### config.mk
export PLATFORM = sky130hd
export DESIGN_NAME = tone_sequencer
export DESIGN_NICKNAME = d
export VERILOG_FILES = /design/src/rtl/tone_sequencer.sv
export SDC_FILE = /design/constraint.sdc
export NUM_CORES = 1
export LEC_CHECK = 0
export CAP_MARGIN = 25
export CORE_ASPECT_RATIO = 1.5
export CORE_MARGIN = 2
export CORE_UTILIZATION = 60
export CTS_CLUSTER_SIZE = 12
export DETAILED_ROUTE_END_ITERATION = 8
export PLACE_DENSITY = 0.78
export SYNTH_ARGS = -nofsm -noshare
export SYNTH_HDL_FRONTEND = slang
export SYNTH_SLANG_ARGS = --single-unit
### constraint.sdc
create_clock -name CLOCK -period 2.68 [get_ports CLOCK]
set_clock_uncertainty 0.2 [all_clocks]
set_input_delay 0.268 -clock CLOCK [delete_from_list [all_inputs] [get_ports CLOCK]]
set_output_delay 0.268 -clock CLOCK [all_outputs]
set_load 0.05 [all_outputs]
### src/rtl/tone_sequencer.sv
// Plays three fixed tones from the sine ROM on an ENABLE rising edge,
// with optional silent gaps between tones and optional looping.
module tone_sequencer #(
  parameter int unsigned TONE_CYCLES = 25000000,
  parameter int unsigned GAP_CYCLES  = 2500000,
  parameter int unsigned DIV_0       = 221,
  parameter int unsigned DIV_1       = 147,
  parameter int unsigned DIV_2       = 443
) (
  input  logic       CLOCK,
  input  logic       RESET_N,
  input  logic       ENABLE,
  input  logic       MODE_LOOP,
  output logic [7:0] ADDR,
  output logic       AUDIO_EN,
  output logic [1:0] TONE_IDX,
  output logic       BUSY,
  output logic       DONE
);

  localparam int unsigned STEP_W = 16;
  localparam int unsigned CNT_W  = 26;
  localparam int unsigned ADDR_W = 8;
  localparam int unsigned IDX_W  = 2;

  localparam logic [CNT_W-1:0] TONE_LAST = CNT_W'(TONE_CYCLES - 1);
  localparam logic [CNT_W-1:0] GAP_LAST  = CNT_W'((GAP_CYCLES > 0) ? (GAP_CYCLES - 1) : 0);
  localparam bit               HAS_GAP   = (GAP_CYCLES != 0);

  typedef enum logic [1:0] {
    S_IDLE = 2'd0,
    S_PLAY = 2'd1,
    S_GAP  = 2'd2
  } state_t;

  state_t              state_q, state_d;
  logic [STEP_W-1:0]   step_q, step_d;
  logic [CNT_W-1:0]    dur_q, dur_d;
  logic [CNT_W-1:0]    gap_q, gap_d;
  logic                en_q;
  logic                loop_q, loop_d;
  logic [ADDR_W-1:0]   addr_d;
  logic                aen_d;
  logic [IDX_W-1:0]    tone_d;
  logic                busy_d;
  logic                done_d;
  logic [STEP_W-1:0]   div_cur;
  logic [IDX_W-1:0]    tone_next;
  logic                to_idle;

  // Clocks-per-address divider for the tone currently playing.
  always_comb begin
    div_cur = STEP_W'(DIV_0);
    case (TONE_IDX)
      2'd1:    div_cur = STEP_W'(DIV_1);
      2'd2:    div_cur = STEP_W'(DIV_2);
      default: div_cur = STEP_W'(DIV_0);
    endcase
  end

  assign tone_next = (TONE_IDX == 2'd2) ? 2'd0 : IDX_W'(TONE_IDX + 2'd1);

  always_ff @(posedge CLOCK or negedge RESET_N) begin
    if (!RESET_N) begin
      state_q  <= S_IDLE;
      step_q   <= '0;
      dur_q    <= '0;
      gap_q    <= '0;
      en_q     <= 1'b0;
      loop_q   <= 1'b0;
      ADDR     <= '0;
      AUDIO_EN <= 1'b0;
      TONE_IDX <= '0;
      BUSY     <= 1'b0;
      DONE     <= 1'b0;
    end else begin
      state_q  <= state_d;
      step_q   <= step_d;
      dur_q    <= dur_d;
      gap_q    <= gap_d;
      en_q     <= ENABLE;
      loop_q   <= loop_d;
      ADDR     <= addr_d;
      AUDIO_EN <= aen_d;
      TONE_IDX <= tone_d;
      BUSY     <= busy_d;
      DONE     <= done_d;
    end
  end

  always_comb begin
    state_d = state_q;
    step_d  = step_q;
    dur_d   = dur_q;
    gap_d   = gap_q;
    loop_d  = loop_q;
    addr_d  = ADDR;
    aen_d   = AUDIO_EN;
    tone_d  = TONE_IDX;
    busy_d  = BUSY;
    done_d  = 1'b0;
    to_idle = 1'b0;

    case (state_q)
      S_IDLE: begin
        if (ENABLE && !en_q) begin
          state_d = S_PLAY;
          tone_d  = '0;
          addr_d  = '0;
          step_d  = '0;
          dur_d   = '0;
          gap_d   = '0;
          aen_d   = 1'b1;
          busy_d  = 1'b1;
          loop_d  = MODE_LOOP;
        end
      end
      S_PLAY: begin
        if (!ENABLE) begin
          to_idle = 1'b1;
        end else if (dur_q == TONE_LAST) begin
          step_d = '0;
          dur_d  = '0;
          gap_d  = '0;
          addr_d = '0;
          if ((TONE_IDX == 2'd2) && !loop_q) begin
            to_idle = 1'b1;
            done_d  = 1'b1;
          end else if (HAS_GAP) begin
            state_d = S_GAP;
            aen_d   = 1'b0;
          end else begin
            tone_d = tone_next;
          end
        end else begin
          dur_d = dur_q + CNT_W'(1);
          if (step_q == div_cur) begin
            step_d = '0;
            addr_d = ADDR_W'(ADDR + 8'd1);
          end else begin
            step_d = step_q + STEP_W'(1);
          end
        end
      end
      S_GAP: begin
        if (!ENABLE) begin
          to_idle = 1'b1;
        end else if (gap_q == GAP_LAST) begin
          state_d = S_PLAY;
          tone_d  = tone_next;
          addr_d  = '0;
          step_d  = '0;
          dur_d   = '0;
          gap_d   = '0;
          aen_d   = 1'b1;
        end else begin
          gap_d = gap_q + CNT_W'(1);
        end
      end
      default: begin
        to_idle = 1'b1;
      end
    endcase

    // Abort and normal completion share the return to reset-like outputs.
    if (to_idle) begin
      state_d = S_IDLE;
      step_d  = '0;
      dur_d   = '0;
      gap_d   = '0;
      loop_d  = 1'b0;
      addr_d  = '0;
      aen_d   = 1'b0;
      tone_d  = '0;
      busy_d  = 1'b0;
    end
  end

endmodule
==> results.py <==
metrics = {
    "outcome": {
        "status": "finished clean",
    },
    "power": {
        "leakage_uw": 0.00232,
        "p_clk_frac": 0.316,
        "seqPwrFrac": 0.352,
        "switchingPower_uw": 1580,
        "ir_worst_vdd_v": 0.000526,
        "internal-power_uw": 2700,
        "sw_frac_of_total": 0.369,
        "comb_power_share": 0.332,
        "power.density_nw_per_um2": 727,
    },
    "finish": {
        "drive_gt1_frac": 0.120,
        "diodes": 0,
        "fin_util": 0.704,
        "multi_input_area_um2": 2770,
        "design_area_um2": 5890,
        "fill_cells": 660,
        "mostFrequentLayoutCell": "dfrtp_1",
        "mostFrequentLayoutCells": "82 x dfrtp_1, 38 x nand3_1, 36 x buf_4, 35 x a21oi_1, 33 x nand2_1",
        "nets": 601,
        "areaGrowthSynthToFinish_pct": 14.5,
        "ff_latch_area_um2": 2100,
    },
    "placed_design": {
        "dp_hpwl_um": 9560,
        "portBuffers": 16,
        "pre_cts_ws_ps": 32.5,
        "placedInstanceArea_um2": 5540,
        "gp_congestion": 0.907,
    },
    "sta": {
        "hold_ws_ps": 286,
        "finalSetupTns_ps": 0,
        "drv_slew": 0,
        "timing.final.crit_share": 0.949,
        "fmax_mhz": 393,
        "finalCriticalPeriod_ps": 2540,
        "tightest_slew_ps": 695,
        "setup_violations": 0,
        "finalHoldViolations": 0,
        "setup_ws_ps": 138,
        "slew_headroom": 0.533,
        "grt_setup_unrepaired": "false",
    },
    "clock_network": {
        "cts_made_buffers": 9,
        "root_buffer": "clkbuf_16",
        "cts.sinks": 84,
        "clk_latency_ps": 340,
        "post_cts_buffers": 0,
        "htree_levels": 3,
        "cts_tree": "done",
        "cts_buffer_depth": 2,
        "clkTransAtPathRegs_ps": 60,
    },
    "worst_setup_path": {
        "rr_worst_depth": 9,
        "ff2ff_setup_slack_ps": 140,
        "critPathLaunchType": "flip-flop",
        "critPathCapture": "ADDR[7]$_DFFE_PN0P_",
        "worst_ep_arrival_time_ps": 2600,
        "cp_max_fo": 14,
        "required_ps": 2740,
        "worst_r2r_startpoint": "TONE_IDX[0]$_DFFE_PN0P_",
        "end_kind": "flip-flop",
        "critPathKind": "reg -> reg",
        "rr_endpoint": "ADDR[7]$_DFFE_PN0P_",
        "startpoint": "TONE_IDX[0]$_DFFE_PN0P_",
    },
    "global_routing": {
        "grt_pass1_vias": 4804,
        "gr-total-overflow": 0,
        "grt_usage": 0.308,
        "grt_antenna_before_repair": 0,
        "grt_max_degree": 47,
        "grt_pass1_wl_um": 22900,
    },
    "synthesis": {
        "synth_edf_count": 0,
        "ys.flop_type": "dfrtp_1",
        "postSynthAreaPerCell_um2": 9.13,
        "ys_types": 58,
        "synth_seq_area_share": 0.409,
        "synth_seq_cells": 84,
        "netlist_area_um2": 5140,
        "yosys_warnings": 0,
        "async_reset_ff_frac": 1.00,
        "syn_nets": 576,
        "syn_inst": 563,
    },
    "min_path": {
        "hp-class": "in -> async",
    },
    "floorplan": {
        "fp.dieH_um": 117,
        "pin_count": 17,
        "die_area_um2": 9340,
        "initial_core_util": 0.615,
        "die_w_um": 79.6,
        "rows": 41,
        "coreArea_um2": 8360,
    },
    "routing": {
        "vias": 4812,
        "drt-total-wl_um": 13700,
        "first_pass_iters": 5,
        "drc_errors": 0,
        "antenna_left": 0,
        "drtIter0Drc": 311,
        "via_per_inst": 6.87,
        "avgRoutedWirePerCell_um": 19.6,
    },
    "flow_run": {
        "max_cap_violations": 0,
    },
}
[cells by family after synthesis]
family / count (synthesis) / share of synthesized area
and+or+nand+nor: 230 / 0.273
AOI/OAI and AO/OA: 165 / 0.222
DFF: 84 / 0.409
buffers and inverters: 66 / 0.0579
adders and majority gates: 9 / 0.0219
muxes: 6 / 0.0119
xor gates and xnor gates: 3 / 0.00511
[timing repair]
item                                    4_1_cts  5_1_grt
endpoints found under the setup margin        0       27
hold endpoints to repair                     43        0
hold buffers                                  1        0
gates resized for setup                       0        2
[cell usage after synthesis (3+ instances only)]
library cell	n	area, µm²
a21o_1	4	30.0
nor4b_1	5	43.8
a41o_1	4	40.0
o2111ai_1	6	52.6
nand4b_1	5	43.8
buf_2	19	95.1
nor4bb_1	5	50.1
and4_1	11	96.3
a31oi_1	25	156
and2_1	6	37.5
o21ai_0	25	125
inv_1	27	101
o41ai_1	3	26.3
nand4_1	18	113
ha_1	9	113
nor3_1	11	55.1
nand2_1	33	124
o211ai_1	7	52.6
dfrtp_1	84	2100
o31ai_1	17	128
nor2_1	16	60.1
xor2_1	3	26.3
a21oi_1	35	175
buf_6	3	33.8
a211oi_1	10	75.1
nor2b_1	3	18.8
or4_1	19	143
mux2i_1	5	50.1
or3_1	17	106
clkbuf_1	14	52.6
and3_1	21	131
o21bai_1	3	22.5
o31a_1	7	61.3
nor4_1	10	62.6
nand3_1	38	190
a22o_1	6	52.6
[critical path: stages, from the launching register on]
cell and delay (ps):
dfrtp_2 430, inv_1 120, ha_1 270, nor4bb_1 410, a2bb2oi_2 200, buf_4 150
and4_1 190, buf_4 200, a41oi_1 120, a31oi_1 160
[stage by stage]
stage               total power (µW)  instances
floorplan                       2400        563
global placement                2880        683
detailed placement              2920        683
CTS                             4270        700
global route                    4480        700
finish                          4280        700
[worst min-delay path by stage]
stage	cells after the start	from	slack [ps]	endpoint
2_1_floorplan	0	RESET_N	-230	ADDR[0]$_DFFE_PN0P_
3_3_place_gp	1	RESET_N	120	dur_q[21]$_DFFE_PN0P_
3_5_place_dp	1	RESET_N	130	dur_q[21]$_DFFE_PN0P_
4_1_cts	2	RESET_N	310	gap_q[13]$_DFFE_PN0P_
5_1_grt	1	ADDR[7]$_DFFE_PN0P_	320	ADDR[7]$_DFFE_PN0P_
6_report	2	RESET_N	290	gap_q[13]$_DFFE_PN0P_
[power groups by stage]
stage	logic [µW]	registers [µW]	clock network, µW
2_1_floorplan	821	1580	0
3_3_place_gp	1360	1520	0
3_5_place_dp	1390	1530	0
4_1_cts	1400	1500	1370
5_1_grt	1540	1530	1420
6_report	1420	1510	1350
[layer usage]
| layer | vias to the layer above | wire [µm] | track usage |
|---|---|---|---|
| li1 | 2242 | - | - |
| met1 | 2376 | 5460 | 0.365 |
| met2 | 146 | 7110 | 0.523 |
| met3 | 48 | 508 | 0.0392 |
| met4 | 0 | 619 | 0.178 |
| met5 | - | 0 | 0 |
[sequential cells by signal, indices dropped and copies added (netlist names)]
name      count
DONE          1
dur_q        26
en_q          1
state_q       2
BUSY          1
gap_q        26
TONE_IDX      2
step_q       16
loop_q        1
ADDR          8
[area by class of cell]
cell class	instances	area share
Timing Repair Buffer	53	0.0765
Multi-Input combinational cell	413	0.471
Inverter	27	0.0172
Sequential cell	84	0.357
Clock inverter	6	0.0147
Tap cell	107	0.0227
Clock buffer	10	0.0406
(Power assumes the default switching activity.)
